==> src/rtl/inst_fetch_bridge_if.sv <==
// Instruction bus between the fetch bridge (master) and the memory side (slave).
// A single-outstanding request/grant/response protocol:
//   bus_req/bus_addr held until bus_gnt, then exactly one bus_rvalid beat.
interface inst_fetch_bridge_if;
  logic        bus_req;
  logic [31:0] bus_addr;
  logic        bus_gnt;
  logic        bus_rvalid;
  logic [31:0] bus_rdata;

  modport master (
    output bus_req,
    output bus_addr,
    input  bus_gnt,
    input  bus_rvalid,
    input  bus_rdata
  );

  modport slave (
    input  bus_req,
    input  bus_addr,
    output bus_gnt,
    output bus_rvalid,
    output bus_rdata
  );
endinterface

==> src/rtl/inst_fetch_bridge.sv <==
// Instruction-fetch responder between the PC register and the instruction bus.
// Translates kseg0/kseg1 addresses, runs one bus transaction at a time, keeps
// the last fetched word in a hold buffer tagged with its PC, and raises
// stallreq until the word for the current PC is available.
//
// state | meaning
// ------+-------------------------------------------------------------
// IDLE  | no transaction; start one when the current pc is not held
// REQ   | bus_req asserted with a stable bus_addr, waiting for bus_gnt
// WAIT  | granted, waiting for bus_rvalid; tcnt counts toward timeout
// FAULT | bus timed out; excp_ibe asserted until a flush
module inst_fetch_bridge #(
  parameter int unsigned TIMEOUT_CYCLES = 255,
  parameter logic [31:0] NOP_INST       = 32'h0000_0000
) (
  input  logic                       clk,
  input  logic                       rst,
  input  logic [31:0]                pc,
  input  logic                       ce,
  input  logic                       flush,
  inst_fetch_bridge_if.master        bus,
  output logic [31:0]                inst_o,
  output logic                       inst_valid,
  output logic                       stallreq,
  output logic                       excp_adel,
  output logic                       excp_ibe
);

  typedef enum logic [1:0] {
    IDLE  = 2'd0,
    REQ   = 2'd1,
    WAIT  = 2'd2,
    FAULT = 2'd3
  } state_t;

  // Last WAIT count value before the timeout fires.
  localparam logic [7:0] TCNT_LAST = 8'(TIMEOUT_CYCLES - 1);

  state_t      state;
  logic        bus_req_r;
  logic [31:0] bus_addr_r;
  logic [31:0] req_pc;
  logic        discard;
  logic [7:0]  tcnt;
  logic        excp_ibe_r;
  logic        held_valid;
  logic [31:0] held_pc;
  logic [31:0] held_inst;

  // kseg0 (100) and kseg1 (101) strip the top three bits; other segments pass.
  function automatic logic [31:0] map_addr(input logic [31:0] va);
    if (va[31:29] == 3'b100 || va[31:29] == 3'b101) begin
      return {3'b000, va[28:0]};
    end
    return va;
  endfunction

  assign excp_adel  = ce & (pc[1:0] != 2'b00);
  assign inst_valid = ce & held_valid & (held_pc == pc);
  assign inst_o     = inst_valid ? held_inst : NOP_INST;
  assign stallreq   = ce & ~inst_valid & ~excp_adel & ~excp_ibe_r;
  assign excp_ibe   = excp_ibe_r;

  assign bus.bus_req  = bus_req_r;
  assign bus.bus_addr = bus_addr_r;

  // Fetch sequencer, bus request registers, timeout counter and hold buffer.
  always_ff @(posedge clk or posedge rst) begin
    if (rst) begin
      state      <= IDLE;
      bus_req_r  <= 1'b0;
      bus_addr_r <= 32'h0;
      req_pc     <= 32'h0;
      discard    <= 1'b0;
      tcnt       <= 8'h0;
      excp_ibe_r <= 1'b0;
      held_valid <= 1'b0;
      held_pc    <= 32'h0;
      held_inst  <= 32'h0;
    end else begin
      case (state)
        IDLE: begin
          if (ce && !inst_valid && !excp_adel && !flush) begin
            state      <= REQ;
            bus_req_r  <= 1'b1;
            bus_addr_r <= map_addr(pc);
            req_pc     <= pc;
            discard    <= 1'b0;
          end
        end
        REQ: begin
          // The request stays up until granted, even across a flush; the
          // flush only marks the eventual response as stale.
          if (flush) begin
            discard <= 1'b1;
          end
          if (bus.bus_gnt) begin
            state     <= WAIT;
            bus_req_r <= 1'b0;
            tcnt      <= 8'h0;
          end
        end
        WAIT: begin
          tcnt <= tcnt + 8'h1;
          if (flush) begin
            discard <= 1'b1;
          end
          if (bus.bus_rvalid) begin
            if (!discard && !flush) begin
              held_valid <= 1'b1;
              held_pc    <= req_pc;
              held_inst  <= bus.bus_rdata;
            end
            state <= IDLE;
          end else if (tcnt == TCNT_LAST) begin
            state      <= FAULT;
            excp_ibe_r <= 1'b1;
          end
        end
        FAULT: begin
          bus_req_r <= 1'b0;
          if (flush) begin
            state      <= IDLE;
            excp_ibe_r <= 1'b0;
          end
        end
        default: begin
          state     <= IDLE;
          bus_req_r <= 1'b0;
        end
      endcase

      // A redirect invalidates the held word regardless of state; the WAIT
      // capture above is already suppressed when flush is high.
      if (flush) begin
        held_valid <= 1'b0;
      end
    end
  end

endmodule
==> src/flat_wrapper.sv <==
// flat-port wrapper written by rule: the top's interface ports become plain ports
module inst_fetch_bridge_flat 
#(
  parameter int unsigned TIMEOUT_CYCLES = 255,
  parameter logic [31:0] NOP_INST       = 32'h0000_0000
)
  (clk, rst, pc, ce, flush, inst_o, inst_valid, stallreq, excp_adel, excp_ibe, bus_bus_req, bus_bus_addr, bus_bus_gnt, bus_bus_rvalid, bus_bus_rdata);
  inst_fetch_bridge_if bus_i ();
  input  logic clk;
  input  logic rst;
  input  logic [31:0] pc;
  input  logic ce;
  input  logic flush;
  output logic [31:0] inst_o;
  output logic inst_valid;
  output logic stallreq;
  output logic excp_adel;
  output logic excp_ibe;
  output wire logic [$bits(bus_i.bus_req)-1:0] bus_bus_req;
  output wire logic [$bits(bus_i.bus_addr)-1:0] bus_bus_addr;
  input wire logic [$bits(bus_i.bus_gnt)-1:0] bus_bus_gnt;
  input wire logic [$bits(bus_i.bus_rvalid)-1:0] bus_bus_rvalid;
  input wire logic [$bits(bus_i.bus_rdata)-1:0] bus_bus_rdata;
  assign bus_bus_req = bus_i.bus_req;
  assign bus_bus_addr = bus_i.bus_addr;
  assign bus_i.bus_gnt = bus_bus_gnt;
  assign bus_i.bus_rvalid = bus_bus_rvalid;
  assign bus_i.bus_rdata = bus_bus_rdata;
  inst_fetch_bridge #(.TIMEOUT_CYCLES(TIMEOUT_CYCLES), .NOP_INST(NOP_INST)) u_core (.clk(clk), .rst(rst), .pc(pc), .ce(ce), .flush(flush), .bus(bus_i), .inst_o(inst_o), .inst_valid(inst_valid), .stallreq(stallreq), .excp_adel(excp_adel), .excp_ibe(excp_ibe));
endmodule
==> config.mk <==
export PLATFORM = sky130hd
export DESIGN_NAME = inst_fetch_bridge_flat
export DESIGN_NICKNAME = d
export VERILOG_FILES = /design/src/rtl/inst_fetch_bridge_if.sv /design/src/rtl/inst_fetch_bridge.sv /design/src/flat_wrapper.sv
export SDC_FILE = /design/constraint.sdc
export NUM_CORES = 1
export LEC_CHECK = 0
export ABC_AREA = 1
export CORE_UTILIZATION = 52
export CTS_BUF_LIST = sky130_fd_sc_hd__clkbuf_8
export DETAILED_ROUTE_END_ITERATION = 12
export PLACE_DENSITY = 0.79
export SLEW_MARGIN = 20
export SYNTH_ARGS = -nofsm -noshare
export SYNTH_HDL_FRONTEND = slang
export SYNTH_SLANG_ARGS = --single-unit
==> constraint.sdc <==
create_clock -name clk -period 5.6 [get_ports clk]
set_clock_uncertainty 0.05 [all_clocks]
set_input_delay 1.68 -clock clk [delete_from_list [all_inputs] [get_ports clk]]
set_output_delay 1.68 -clock clk [all_outputs]
set_load 0.01 [all_outputs]
==> impl_metrics.toml <==
[yosys]
seq_area_frac_synth = 0.476
synth_cell_types = 36
yosys_warnings = 0
syn-cell-area_sq_mm = 0.00594
ys.flop_type = "dfrtp_1"
synthArstFlopShare = 1.00
syn_inst = 716
synth_edf_count = 0
synth_seq_cells = 113
synth_nets = 792
avgSynthCellArea_sq_um = 8.29

[critical_path]
max_stage_delay_ns = 0.53
path_buf_inv = 5
cp_data_arrival_time_ns = 3.77
path_delay_family = "buffers and inverters"
end_kind = "output pin"
cp_max_fo = 9
r2r_slack_ns = 3.10
worst-setup-path-type = "in2out"
r2r_cells = 11
crit_chain = "clkdlybuf4s50_1, inv_2, nand2_2, nand2_2, nor3b_2, nand4_1, nor2_1, nand3_1, or2_4, buf_4, buf_12, nor2_4, clkdlybuf4s15_1"
worstReg2RegEnd = "u_core.req_pc[26]"
crit_required_ns = 3.87
cpMostUsedCell = "nand2_2"
cp-start-kind = "primary input"
rr_startpoint = "u_core.held_pc[6]"
cp_slowest_cell = "clkdlybuf4s50_1"

[final_layout]
finalInstanceArea_sq_mm = 0.00774
drive_above_1_share = 0.149
num_antenna_cells = 0
register_area_sq_mm = 0.00283
fillers = 851
fin_nets = 921
multiInputGateArea_sq_mm = 0.00233
area_growth_pct = 30.4

[drt]
wl_per_cell_um = 14.0
viasPerCell = 4.99
drcViolationCount = 0
drtAntennaViolNets = 0
drtPass1Iterations = 4
routed_wl_um = 14000
num_vias = 4982
dr.first_iter.drc_count = 291

[pwr]
p_sw_frac = 0.358
power.total_w = 0.00353
combPwrFrac = 0.366
clkPwrFrac = 0.236
p_int_w = 0.00227
max-vdd-ir-drop_uv = 246
power_switching_w = 0.00126
p_leak_nw = 4.06
pwr-share-seq = 0.397
powerDensity_mw_per_mm2 = 456

[timing]
setup_tns_ns = 0
finalCriticalPeriod_ns = 5.50
setup_viol = 0
whs_ns = 0.447
fin_crit_sh = 0.982
fmax_mhz = 182
slew_violations = 0
tightest_slew_ns = 0.812
hold_viol_final = 0
rsz0062_at_grt = "no"
slew_headroom = 0.458

[floorplan]
chipHeight_um = 109
core.rowCount = 38
io_pins = 139
start_util = 0.540
coreArea_sq_mm = 0.0110
die_w_um = 109
die_area_sq_mm = 0.0118

[job]
max_cap_violations = 0

[placed_design]
dp_hpwl_um = 10200
place_area_sq_mm = 0.00733
portBuffers = 138
place_congestion = 0.861

[global_routing]
grt_usage = 0.251
grt_max_degree = 68
antenna_found_initial = 0
grt_pass1_vias = 4914
overflow = 0
grt_first_pass_wirelength_um = 22600

[clock_tree]
root_buffer = "clkbuf_8"
cts_tree = "yes"
cts_buffer_depth = 2
htree_levels = 4
cts_sinks = 113
cts_made_buffers = 17
worstSkewPairLatency_ns = 0.44
path_clk_slew_ns = 0.07

[hold_path]
hold_path_class = "reg2reg"
hold_start = "u_core.req_pc[31]"
hold_depth = 2
hold_end = "u_core.req_pc[31]"

[outcome]
status = "finished clean"
[timing repair]
action                                  CTS  global route
gates resized for setup                  34            19
pin swaps                                 0             2
buffers inserted                          1             0
hold endpoints to repair                  0             0
endpoints found under the setup margin   33            10
hold buffers                              0             0
[cell usage in the layout, fill, tap and decap left out, types with 2 or more instances in the layout]
cell type        count
a21oi_1             63
buf_12               3
buf_4               22
bufinv_16            4
clkbuf_2             6
clkbuf_8            19
clkdlybuf4s15_1      3
clkdlybuf4s50_1    105
clkinv_2             5
clkinvlp_4           2
dfrtp_1            113
dlygate4sd2_1       23
ha_1                 6
inv_1              100
inv_2               12
mux2_2              10
nand2_1            142
nand2_2              2
nand3_1             12
nand4_1              7
nor2_1              90
nor2_4              29
nor3_1               7
nor3b_1              2
nor3b_2              3
o21a_1               2
o21ai_0             17
o21ai_1             24
or2_1                3
xnor2_1              2
xnor2_2              2
xor2_1               3
[worst max-delay path by stage]
stage,startpoint,to,slack [ns],cells after the start
3_3_place_gp,pc[2],inst_o[1],-0.06,11
2_1_floorplan,rst,u_core.bus.bus_addr[29],0.88,1
4_1_cts,pc[7],inst_valid,0.01,12
6_report,pc[1],inst_o[17],0.10,13
3_5_place_dp,pc[2],inst_o[1],-0.06,11
5_1_grt,pc[16],inst_o[14],0.004,13
[layout make-up]
class,count,share of cell area
Clock buffer,19,0.0338
Clock inverter,13,0.0217
Inverter,112,0.0546
Multi-Input combinational cell,438,0.302
Sequential cell,113,0.365
Tap cell,140,0.0226
Timing Repair Buffer,163,0.200
[power by group through the flow]
stage,clock network [W],logic [W],registers (W)
3_3_place_gp,0,0.00122,0.00138
6_report,0.000835,0.00129,0.00140
5_1_grt,0.000882,0.00145,0.00145
3_5_place_dp,0,0.00128,0.00141
4_1_cts,0.000847,0.00129,0.00140
2_1_floorplan,0,0.000920,0.00136
[Yosys cell counts, types with 8 or more instances]
cell type / number / area (sq um)
nand3_1: 13 / 65.1
a21oi_1: 63 / 315
inv_2: 12 / 45.0
nand2_1: 142 / 533
dfrtp_1: 113 / 2830
clkbuf_1: 8 / 30.0
buf_4: 29 / 218
buf_2: 9 / 45.0
o21ai_1: 24 / 120
o21ai_0: 17 / 85.1
nor2_4: 29 / 327
mux2_2: 10 / 113
nor2_1: 91 / 342
inv_1: 99 / 372
[sequential cells by signal, summed over array words and instances (netlist names)]
name and cells:
u_core.held_inst 32, u_core.discard 1, u_core.held_valid 1, u_core.req_pc 32, u_core.held_pc 32, u_core.tcnt 8, u_core.bus.bus_req 1, u_core.state 2
u_core.bus.bus_addr 3, u_core.excp_ibe 1
[worst reg2reg max path: stages, from the launching register on]
cell	delay, ns
dfrtp_1	0.40
xnor2_1	0.20
buf_4	0.16
nand2_1	0.05
nor2_1	0.11
nand2_1	0.08
nor2_1	0.11
nand3_2	0.12
nand4_2	0.42
buf_4	0.48
nand2_1	0.13
o21ai_1	0.10
[layer usage]
metal / share of wire / GRT usage / up-vias / wire length (um)
li1: - / - / 2444 / -
met1: 0.44 / 0.322 / 2351 / 6160
met2: 0.48 / 0.404 / 163 / 6640
met3: 0.063 / 0.0622 / 24 / 874
met4: 0.020 / 0.108 / 0 / 276
met5: 0 / 0 / - / 0
[per-stage QoR]
stage / std cells / setup WS, ns / utilization
global placement: 965 / -0.0584 / 0.667
finish: 998 / 0.101 / 0.705
CTS: 998 / 0.0121 / 0.705
global route: 998 / 0.00412 / 0.705
floorplan: 716 / 0.883 / -
detailed placement: 965 / -0.0610 / 0.667
[cells by family after synthesis]
logic type               after synthesis  synth area share
flip-flops                           113             0.476
adder cells (fa/ha/maj)                6            0.0126
AO/OA/AOI/OAI                        109            0.0938
XOR/XNOR                               7            0.0103
buffers and inverters                165             0.138
multiplexers                          10            0.0190
AND/OR/NAND/NOR                      306             0.250
Note: power is estimated with default switching activity, not from simulation.
